File: src/rtl/remote_pkg.sv
// remote_pkg: shared types and constants for the remote command scheduler
package remote_pkg;
  typedef enum logic [1:0] {IDLE, LAUNCH, WAIT_SNT, WAIT_RESP} sched_state_t;
  localparam logic [7:0] RESP_ACK = 8'hA5;
  localparam int CMD_W = 16;
endpackage

File: src/rtl/cmd_fifo.sv
// cmd_fifo: command FIFO with a registered head word
module cmd_fifo #(
  parameter int DEPTH = 4,
  parameter int W = 16
) (
  input  logic         clk,
  input  logic         rst_n,
  input  logic         push,
  input  logic         pop,
  input  logic [W-1:0] din,
  output logic [W-1:0] dout,
  output logic         full,
  output logic         empty
);
  localparam int AW = $clog2(DEPTH);
  logic [W-1:0] mem [DEPTH];
  logic [AW:0] wptr, rptr, cnt;
  logic [AW-1:0] nxt;
  logic do_push, do_pop;
  assign cnt = wptr - rptr;
  assign nxt = rptr[AW-1:0] + AW'(1);
  assign empty = wptr == rptr;
  assign full = (wptr[AW] != rptr[AW]) && (wptr[AW-1:0] == rptr[AW-1:0]);
  assign do_push = push && !full;
  assign do_pop = pop && !empty;
  always_ff @(posedge clk)
    if (do_push) mem[wptr[AW-1:0]] <= din;
  // the head register tracks the oldest entry, bypassing din when it becomes the head
  always_ff @(posedge clk or negedge rst_n)
    if (!rst_n) begin
      wptr <= '0;
      rptr <= '0;
      dout <= '0;
    end else begin
      if (do_push) wptr <= wptr + 1'b1;
      if (do_pop) rptr <= rptr + 1'b1;
      if (do_push && (empty || (do_pop && cnt == (AW+1)'(1)))) dout <= din;
      else if (do_pop && cnt > (AW+1)'(1)) dout <= mem[nxt];
    end
endmodule

File: src/rtl/remote_cmd_sched.sv
// remote_cmd_sched: queues knight commands and sends them with ACK/retry handling
module remote_cmd_sched
  import remote_pkg::*;
#(
  parameter int DEPTH = 4,
  parameter int TIMEOUT = 2_000_000,
  parameter int MAX_RETRY = 3
) (
  input  logic             clk,
  input  logic             rst_n,
  input  logic             push,
  input  logic [CMD_W-1:0] push_cmd,
  output logic             full,
  output logic             empty,
  output logic             snd_cmd,
  output logic [CMD_W-1:0] cmd,
  input  logic             cmd_snt,
  input  logic             resp_rdy,
  input  logic [7:0]       resp,
  output logic             clr_resp_rdy,
  output logic             busy,
  output logic             cmd_ok,
  output logic             err
);
  localparam int TW = $clog2(TIMEOUT);
  localparam int RW = $clog2(MAX_RETRY + 1);
  sched_state_t state;
  logic [TW-1:0] tcnt;
  logic [RW-1:0] rcnt;
  logic first, ack, retry, give_up, pop;
  assign ack = state == WAIT_RESP && resp_rdy && resp == RESP_ACK;
  assign retry = state == WAIT_RESP && (resp_rdy ? resp != RESP_ACK : tcnt == TW'(TIMEOUT - 1));
  assign give_up = retry && rcnt >= RW'(MAX_RETRY);
  assign pop = ack || give_up;
  assign snd_cmd = state == LAUNCH;
  assign busy = state != IDLE;
  cmd_fifo #(.DEPTH(DEPTH), .W(CMD_W)) u_fifo (
    .clk(clk), .rst_n(rst_n), .push(push), .pop(pop), .din(push_cmd),
    .dout(cmd), .full(full), .empty(empty)
  );
  always_ff @(posedge clk or negedge rst_n)
    if (!rst_n) begin
      state <= IDLE;
      tcnt <= '0;
      rcnt <= '0;
      first <= 1'b0;
      clr_resp_rdy <= 1'b0;
      cmd_ok <= 1'b0;
      err <= 1'b0;
    end else begin
      // responses are consumed everywhere but LAUNCH; outside WAIT_RESP they are stale
      clr_resp_rdy <= resp_rdy && state != LAUNCH;
      cmd_ok <= ack;
      if (give_up) err <= 1'b1;
      case (state)
        IDLE: if (!empty) begin
          state <= LAUNCH;
          rcnt <= '0;
        end
        LAUNCH: begin
          tcnt <= '0;
          first <= 1'b1;
          state <= WAIT_SNT;
        end
        WAIT_SNT: begin
          first <= 1'b0;
          if (!first && cmd_snt) begin
            state <= WAIT_RESP;
            tcnt <= '0;
          end
        end
        WAIT_RESP: begin
          tcnt <= tcnt + 1'b1;
          if (pop) state <= IDLE;
          else if (retry) begin
            rcnt <= rcnt + 1'b1;
            state <= LAUNCH;
          end
        end
        default: state <= IDLE;
      endcase
    end
endmodule

File: config.mk
export PLATFORM = sky130hd
export DESIGN_NAME = remote_cmd_sched
export DESIGN_NICKNAME = d
export VERILOG_FILES = /design/src/rtl/remote_pkg.sv /design/src/rtl/cmd_fifo.sv /design/src/rtl/remote_cmd_sched.sv
export SDC_FILE = /design/constraint.sdc
export NUM_CORES = 1
export LEC_CHECK = 0
export ABC_AREA = 1
export ABC_CLOCK_PERIOD_IN_PS = 3400
export BUFFER_PORTS_ARGS = -buffer_cell sky130_fd_sc_hd__buf_4
export CORE_ASPECT_RATIO = 1.2
export CORE_MARGIN = 3
export CORE_UTILIZATION = 55
export CTS_BUF_LIST = sky130_fd_sc_hd__clkbuf_4 sky130_fd_sc_hd__clkbuf_8
export DETAILED_ROUTE_END_ITERATION = 16
export PLACE_DENSITY = 0.75
export SYNTH_ARGS = -nofsm -noshare
export SYNTH_HDL_FRONTEND = slang
export SYNTH_HIERARCHICAL = 1
export SYNTH_SLANG_ARGS = --single-unit
File: constraint.sdc
create_clock -name clk -period 3.4 [get_ports clk]
set_input_delay 0.68 -clock clk [delete_from_list [all_inputs] [get_ports clk]]
set_output_delay 0.68 -clock clk [all_outputs]
set_load 0.03 [all_outputs]
==> results of run 1 <==
-- power breakdown --
group / internal [mW] / switching (mW) / total [mW]
Clock: 0.652 / 0.561 / 1.21
Combinational: 0.681 / 1.51 / 2.20
Sequential: 1.81 / 0.167 / 1.98
Total: 3.14 / 2.24 / 5.39
-- kinds of logic (layout without fill, tap and decap cells) --
| family | Yosys count | count (layout) | share of synthesized area, % |
|---|---|---|---|
| flip-flops | 115 | 115 | 55.6 |
| adder cells (fa/ha/maj) | 14 | 14 | 3.18 |
| XOR/XNOR | 7 | 7 | 1.07 |
| buffers and inverters | 90 | 161 | 6.72 |
| AND/OR/NAND/NOR | 295 | 295 | 25.6 |
| AO/OA/AOI/OAI | 83 | 83 | 7.87 |
-- cells in the final DEF (no fill, tap or decap), types with 3 or more instances in the layout --
cell,instances
nand2_1,124
edfxtp_1,64
inv_1,63
nor2_1,60
buf_4,57
nand3_1,54
dfrtp_1,51
o21ai_0,49
nand2_2,19
clkbuf_8,17
o22ai_1,16
ha_1,13
a21oi_1,11
nand4_1,8
nor3_2,8
inv_2,7
xor2_1,7
nand2_4,5
clkinvlp_4,5
clkinv_2,5
nor2_2,4
nor2_8,3
-- worst register-to-register path: stages, from the launching register on --
cell and delay (ps):
dfrtp_1 420, ha_1 510, nand4_1 230, nand2_1 120
inv_1 100, nor2_1 150, nand4_2 150, nand2_4 210
nand2_4 250, nand3_1 160, nand2_1 70
-- routing by layer --
layer | global-route usage [%] | up-vias
li1 | - | 2133
met1 | 28.3 | 2135
met2 | 39.0 | 123
met3 | 6.82 | 20
met4 | 7.26 | 0
met5 | 0 | -
-- per-stage QoR --
step                      instance area [um2]  power [mW]  std cells  hold slack (ps)
after floorplan                          5750        3.53        604              384
after global placement                   6230        4.11        769              473
after detailed placement                 6230        4.20        769              475
after CTS                                6610        5.41        801              297
after global routing                     6610        5.74        801              304
final                                    6610        5.39        801              276
-- final cells by class --
class                   count  area [um2]
multi-input cells         399        2170
well taps                 126         158
clock buffers              18         241
repair buffers             57         428
inverters                  72         280
clock inverters            14         140
fillers                   805        3500
flip-flops and latches    115        3200
-- state kept, by name, indices dropped and copies added, names as in the netlist --
signal / cells
u_fifo/mem: 64
clr_resp_rdy: 1
cmd_ok: 1
rcnt: 2
u_fifo/rptr: 3
first: 1
state: 2
u_fifo/dout: 16
tcnt: 21
u_fifo/wptr: 3
err: 1
-- how the worst max path moves through the flow --
stage / start / endpoint / slack (ps) / cells past startpoint
finish: u_fifo/wptr[0] / full / 870 / 7
detailed placement: resp[4] / u_fifo/dout[12] / 820 / 17
global placement: resp[6] / u_fifo/dout[14] / 890 / 17
global route: state[0] / u_fifo/dout[10] / 640 / 13
CTS: u_fifo/wptr[0] / full / 840 / 7
floorplan: u_fifo/wptr[0] / u_fifo/mem[3][0] / 1110 / 7
==> results_dict.tcl, run 1 <==
set metrics [dict create \
    worstSetupEndpointType "primary output" \
    crit_fanout 4 \
    dr.pass1.iters 5 \
    layout-drive-gt1-share_pct 21.8 \
    tightestPinTransition_ps 979 \
    synth_area_um2 5750 \
    dr_wl_met3_um 607 \
    ys_seq_area_share_pct 55.6 \
    syn_nets 647 \
    synth_enable_flop_cells 64 \
    startpoint_type "flip-flop" \
    yosysWarnings 6 \
    arrival_ps 1850 \
    setup_violations 0 \
    utilization_pct 65.4 \
    crit_top_cell "inv_1" \
    slew_violations 0 \
    slowest_delay_ps 400 \
    drt.antenna.violating_nets 0 \
    async_reset_ff_share_pct 44.3 \
    outcome "completed" \
    regToRegSetupSlack_ps 910 \
    nets 705 \
    fp.dieW_um 99.4 \
    ys.flop_type "edfxtp_1" \
    die_area_um2 11700 \
    slowest_stage "dfrtp_1" \
    clk_pin_slew_ps 70 \
    dp.final_hpwl_um 8500 \
    yosysTopAreaCell "edfxtp_1" \
    worst_slack_ps 868 \
    core_um2 10100 \
    cts_made_buffers 17 \
    grt_max_degree 52 \
    wl_met2_um 6600 \
    wirelength_met1_um 5250 \
    post_cts_resized 0 \
    period_minus_slack_ps 2530 \
    drt-initial-drc-count 203 \
    cts_hold_buffers 0 \
    p_per_area_nw_per_um2 814 \
    maxCapViolCount 0 \
    rows 40 \
    cp.buffers_inverters 4 \
    diodes 0 \
    drt-vias-per-instance 5.51 \
    fin_setup_tns_ps 0 \
    avgSynthCellArea_um2 9.52 \
    synth_area_leaders "edfxtp_1, dfrtp_1, nand2_1, nand3_1, o21ai_0" \
    grt_overflow 0 \
    synthDistinctLibCells 40 \
    clockBufferDepth 2 \
    syn2layout_area_growth_pct 15.0 \
    synth_seq_cells 115 \
    rsz0062_at_grt "no" \
    netlist.area_leader.share_pct 33.4 \
    synth.most_common_cell "nand2_1" \
    antenna_found_initial 0 \
    port_buffers 51 \
    worstSetupPathType "reg2out" \
    drc 0 \
    gp_congestion 0.867 \
    hold_path_class "in2async" \
    rr_worst_depth 10 \
    num_vias 4411 \
    die_h_um 118 \
    path_cells "inv_1 > ha_1 > nand2_2 > inv_1 > nand2_2 > inv_1 > buf_4" \
    crit_family "buffers and inverters" \
    r2r_end "u_fifo/dout[12]" \
    grt_pass1_vias 4423 \
    rr_startpoint "state[0]" \
    highest_layer "met4" \
    peakVddDrop_mv 0.564 \
    fin_crit_sh_pct 74.5 \
    insertion_delay_ps 420 \
    syn_inst 604 \
    cts_sinks 115 \
    slew_headroom_pct 34.7 \
    grt_first_pass_wirelength_um 21300 \
    htreeDepth 4 \
    p_leak_nw 2.99 \
    initial_core_util_pct 56.9 \
    wl_um 12700 \
    root_buffer "clkbuf_8" \
    io_pins 52 \
    finalHoldViolCount 0 \
    fmax_mhz 395 \
    wl_per_cell_um 15.8 \
    cts_tree "built" \
    preCtsSetupSlack_ps 823 \
    post_cts_buffers 0 \
    yosys-top-cells-count "nand2_1, edfxtp_1, inv_1" \
    track_usage_pct 23.1 \
    required_ps 2720 \
    clock_skew_ps 8.00 \
]
Note: power is estimated with default switching activity, not from simulation.
==> inputs of run 2 (changes only) <==
- ABC_CLOCK_PERIOD_IN_PS: 3400 -> 2100
- PLACE_DENSITY: 0.75 -> 0.78
- clock period: 3.4 -> 2.1 ns (I/O delays scaled with it)
==> run 2 against run 1 <==
Net effect:
- the run now ends with negative setup slack left
- sequential share of layout area fell by 2.8 points
- worst hold slack got worse by 250 ps
- via count rose by 5.8%
- register-to-register slack got worse by 910 ps
- utilization rose by 4.0 points
- clock power rose by 37%
- worst setup slack got worse by 870 ps
- critical path depth rose by 8
- critical path type is now reg2reg
- flip-flop and latch count did not move
==> results_dict.tcl, run 2 (synthesis gave the netlist of run 1 again) <==
set metrics [dict create \
    die_area_um2 11700 \
    cts_made_buffers 17 \
    grt_max_degree 52 \
    clkPwrFrac_pct 18.4 \
    antenna_found_initial 0 \
    gp_congestion 0.859 \
    cts_sinks 115 \
    crit_fanout 8 \
    rows 40 \
    violations "negative setup slack" \
    combPwrFrac_pct 46.0 \
    num_vias 4667 \
    layout-drive-gt1-share_pct 28.0 \
    wl_um 13700 \
    startpoint_type "flip-flop" \
    core_um2 10100 \
    cts_hold_buffers 0 \
    regToRegSetupSlack_ps -5 \
    port_buffers 51 \
    grt_pass1_vias 4601 \
    clock_skew_ps 8.22 \
    worst_slack_ps -4.82 \
    p_per_area_nw_per_um2 1280 \
    period_minus_slack_ps 2100 \
    drt.antenna.violating_nets 0 \
    grt_overflow 0 \
    mostFrequentLayoutCells "nand2_1, buf_4, edfxtp_1" \
    slew_violations 0 \
    cts_tree "built" \
    clockBufferDepth 2 \
    clk_pin_slew_ps 70 \
    drc 0 \
    final_common_cell "nand2_1" \
    required_ps 2410 \
    fp.dieW_um 99.4 \
    die_h_um 118 \
    dr.pass1.iters 5 \
    tightestPinTransition_ps 678 \
    grt_first_pass_wirelength_um 21200 \
    largest_reg_flops 64 \
    diodes 0 \
    rr_startpoint "tcnt[12]" \
    maxCapViolCount 0 \
    utilization_pct 69.5 \
    p_leak_nw 3.18 \
    root_buffer "clkbuf_8" \
    fin_crit_sh_pct 100 \
    p_sw_share_pct 42.4 \
    peakVddDrop_mv 0.781 \
    setup_violations 1 \
    internal-power_mw 5.16 \
    insertion_delay_ps 430 \
    io_pins 52 \
    drt-vias-per-instance 5.56 \
    outcome "finished with violations" \
    rsz0062_at_grt "yes" \
    rr_worst_depth 15 \
    wl_per_cell_um 16.3 \
    slew_headroom_pct 54.8 \
    worstSetupEndpointType "flip-flop" \
    finalHoldViolCount 0 \
    total_power_mw 8.97 \
    dp.final_hpwl_um 8770 \
    r2r_end "u_fifo/dout[12]" \
    track_usage_pct 22.8 \
    power_switching_mw 3.81 \
    power.share.sequential_pct 35.6 \
    nets 744 \
    worstSetupPathType "reg2reg" \
    hold_path_class "in2async" \
    fmax_mhz 475 \
    syn2layout_area_growth_pct 22.1 \
    initial_core_util_pct 56.9 \
    arrival_ps 2420 \
    drt-initial-drc-count 261 \
    preCtsSetupSlack_ps 44.1 \
    htreeDepth 4 \
]
==> run 2: cell types whose count changed in the layout (fill, tap and decap cells not counted), moves of 3 or more <==
cell | previous run | this run
nand3_1 | 54 | 50
buf_12 | 0 | 4
nand3_2 | 2 | 6
nor2_2 | 4 | 7
nor2_1 | 60 | 56
clkinv_2 | 5 | 8
inv_2 | 7 | 12
buf_4 | 57 | 87
inv_1 | 63 | 57
==> run 2: area by class of cell <==
type	count	area, um2
sequential	115	3200
fill	757	3090
multi-input combinational	400	2270
timing repair buffer	94	781
inverter	72	289
clock buffer	19	249
tap	126	158
clock inverter	13	70.1
timing repair inverter	1	11.3
==> run 2: worst max-delay path by stage <==
stage,from,endpoint,cells past startpoint
floorplan,u_fifo/wptr[0],u_fifo/mem[0][0],7
global placement,tcnt[12],u_fifo/dout[6],16
detailed placement,tcnt[12],u_fifo/dout[10],14
CTS,tcnt[12],u_fifo/dout[3],14
global route,tcnt[12],u_fifo/dout[12],15
finish,tcnt[12],u_fifo/dout[12],15
==> run 2: critical path, stage by stage, from the launching register on <==
cell       delay, ps
dfrtp_1          420
inv_2             90
nand3_1          110
nor2_2           180
nand3_1          130
nand2_1           90
nand2_1           60
nand2_1           70
inv_2             70
nor2_4           120
nand4_4          120
nand2_8          150
clkbuf_16        170
nand3_1           70
nand2_1           80
nand2_1           60
==> run 2: per-stage QoR <==
stage,hold slack (ps),setup TNS (ps),cell area [um2],cells
floorplan,124,-6730,5760,604
global placement,454,0,6440,793
detailed placement,481,0,6440,793
CTS,31.7,0,6800,828
global route,51.1,-1120,7020,840
finish,28.4,-4.82,7020,840
==> run 2: power groups by stage <==
stage	combinational (mW)	sequential (mW)	clock [mW]
after floorplan	2.22	3.50	0
after global placement	3.58	3.20	0
after detailed placement	3.70	3.24	0
after CTS	3.82	3.19	1.68
after global routing	4.48	3.23	1.79
final	4.13	3.19	1.66
==> run 2: layer usage <==
metal / wire length, um / GRT usage (%) / vias to the layer above
met2: 7300 / 39.0 / 199
met3: 986 / 6.22 / 26
met1: 5110 / 27.0 / 2225
li1: - / - / 2217
met5: 0 / 0 / -
met4: 263 / 8.80 / 0
==> run 2: what timing repair did <==
action / in CTS / in global routing
pin swaps: 1 / 26
gates cloned: 0 / 3
resized for setup: 3 / 22
setup endpoints to repair: 2 / 18
buffers inserted: 3 / 9
==> inputs of run 3 (changes only) <==
- ABC_CLOCK_PERIOD_IN_PS: 2100 -> 1870
- clock period: 2.1 -> 1.87 ns (I/O delays scaled with it)
==> run 3 against run 2 <==
Net effect:
- the flow still finishes with violations (negative setup slack)
- clock power rose by 39%
- cell area rose by 7.0%
- utilization increased by 4.8 points
- clock skew increased by 8.7 ps
- via count rose by 5.6%
- sequential share of layout area decreased by 3.0 points
- worst hold slack better by 110 ps
- critical path type unchanged
- largest power group unchanged
==> results_dict.tcl, run 3 (synthesis gave the netlist of run 1 again) <==
set metrics [dict create \
    setup_violations 20 \
    fin_crit_sh_pct 110 \
    finalHoldViolCount 0 \
    cts_tree "built" \
    seq_area_um2 3200 \
    worstSetupEndpointType "flip-flop" \
    cts_sinks 115 \
    worst_slack_ps -181 \
    cp.buffers_inverters 3 \
    drt-initial-drc-count 316 \
    slew_violations 0 \
    startpoint_type "flip-flop" \
    fin_setup_tns_ps -2430 \
    rr_worst_depth 12 \
    rows 40 \
    die_area_um2 11700 \
    core_um2 10100 \
    clock_skew_ps 16.9 \
    peakVddDrop_mv 1.00 \
    final_common_cell "nand2_1" \
    diodes 0 \
    htreeDepth 4 \
    slowest_delay_ps 430 \
    gp_congestion 0.867 \
    syn2layout_area_growth_pct 30.6 \
    rr_startpoint "u_fifo/rptr[0]" \
    placed_cells 811 \
    fin_area_um2 7510 \
    preCtsSetupSlack_ps -223 \
    nets 767 \
    layout-drive-gt1-share_pct 32.8 \
    final_cell_count_no_fill 863 \
    track_usage_pct 26.7 \
    place_area_um2 6690 \
    startpoint "u_fifo/rptr[0]" \
    grt_overflow 0 \
    wl_um 15300 \
    port_buffers 51 \
    io_pins 52 \
    fmax_mhz 488 \
    slew_headroom_pct 54.4 \
    dp.final_hpwl_um 9180 \
    wl_per_cell_um 17.7 \
    fillerInstances 664 \
    clockBufferDepth 2 \
    p_leak_nw 3.35 \
    crit_fanout 8 \
    drc 0 \
    required_ps 2190 \
    grt_max_degree 52 \
    worstSetupPathDepth 12 \
    maxCapViolCount 0 \
    cts_made_buffers 17 \
    period_minus_slack_ps 2050 \
    die_h_um 118 \
    slowest_stage "dfrtp_1" \
    drt-vias-per-instance 5.71 \
    endpoint "u_fifo/dout[5]" \
    grt_first_pass_wirelength_um 24400 \
    mostFrequentLayoutCells "nand2_1, buf_4, edfxtp_1" \
    rsz0062_at_grt "yes" \
    insertion_delay_ps 440 \
    dr.pass1.iters 5 \
    hold_slack_ps 141 \
    root_buffer "clkbuf_8" \
    crit_family "simple AND/OR/NAND/NOR gates" \
    p_per_area_nw_per_um2 1530 \
    total_power_mw 11.5 \
    regToRegSetupSlack_ps -180 \
    multi_input_area_um2 2390 \
    outcome "finished with violations" \
    worstSetupPathType "reg2reg" \
    tightestPinTransition_ps 684 \
    initial_core_util_pct 56.9 \
    crit_top_cell "nand2_1" \
    path_cells "ha_4 > fa_1 > inv_1 > nand3_1 > nand4_2 > nand2_4 > buf_12 > buf_12 > nand2_8 > nand2_1 > nand2_1 > nand2_1" \
    grt_pass1_vias 5199 \
    drt.antenna.violating_nets 0 \
    violations "negative setup slack" \
    hold_path_class "in2reg" \
    r2r_end "u_fifo/dout[5]" \
    largest_reg_flops 64 \
    fp.dieW_um 99.4 \
    utilization_pct 74.3 \
    clk_pin_slew_ps 80 \
    arrival_ps 2370 \
    num_vias 4928 \
    antenna_found_initial 0 \
]
==> run 3: cell types whose count changed in the layout (fill, tap and decap cells not counted), sizes merged, moves of 2 or more <==
cell    delta
clkinv     -5
buf       +21
bufinv     +2
clkbuf     -2
inv        +5
nand2      +2
==> run 3: worst min path at each step <==
stage,end,slack [ps],from,cells after the start
floorplan,clr_resp_rdy,80,rst_n,0
global placement,tcnt[7],450,rst_n,1
detailed placement,tcnt[7],460,rst_n,1
CTS,u_fifo/mem[1][9],120,push_cmd[9],1
global route,u_fifo/mem[2][9],120,push_cmd[9],1
finish,u_fifo/mem[1][9],140,push_cmd[9],1
==> run 3: power by group <==
part	switching, mW	internal [mW]	leakage, nW
logic	3.38	2.21	1.93
registers	0.291	3.29	1.23
clock network	1.09	1.21	0.193
total	4.77	6.71	3.35
==> run 3: metal layers <==
metal	vias up	share of wire (%)	track usage (%)
met2	244	54	47.8
met5	-	0	0
met3	49	7.2	6.34
met1	2375	36	29.3
met4	0	3.1	12.5
li1	2260	-	-
==> run 3: cell type report <==
type | instances | share of cell area, %
multi-input cells | 402 | 31.9
repair buffers | 115 | 14.2
clock inverters | 14 | 2.05
well taps | 126 | 2.10
inverters | 72 | 3.88
clock buffers | 18 | 3.22
flip-flops and latches | 115 | 42.6
repair inverters | 1 | 0.117
==> run 3: what timing repair did <==
action / in CTS / in global routing
pin swaps: 21 / 8
hold buffers: 1 / 0
resized for setup: 23 / 28
cloned: 4 / 1
setup endpoints to repair: 19 / 35
endpoints found under the hold margin: 42 / 0
buffers inserted: 10 / 4
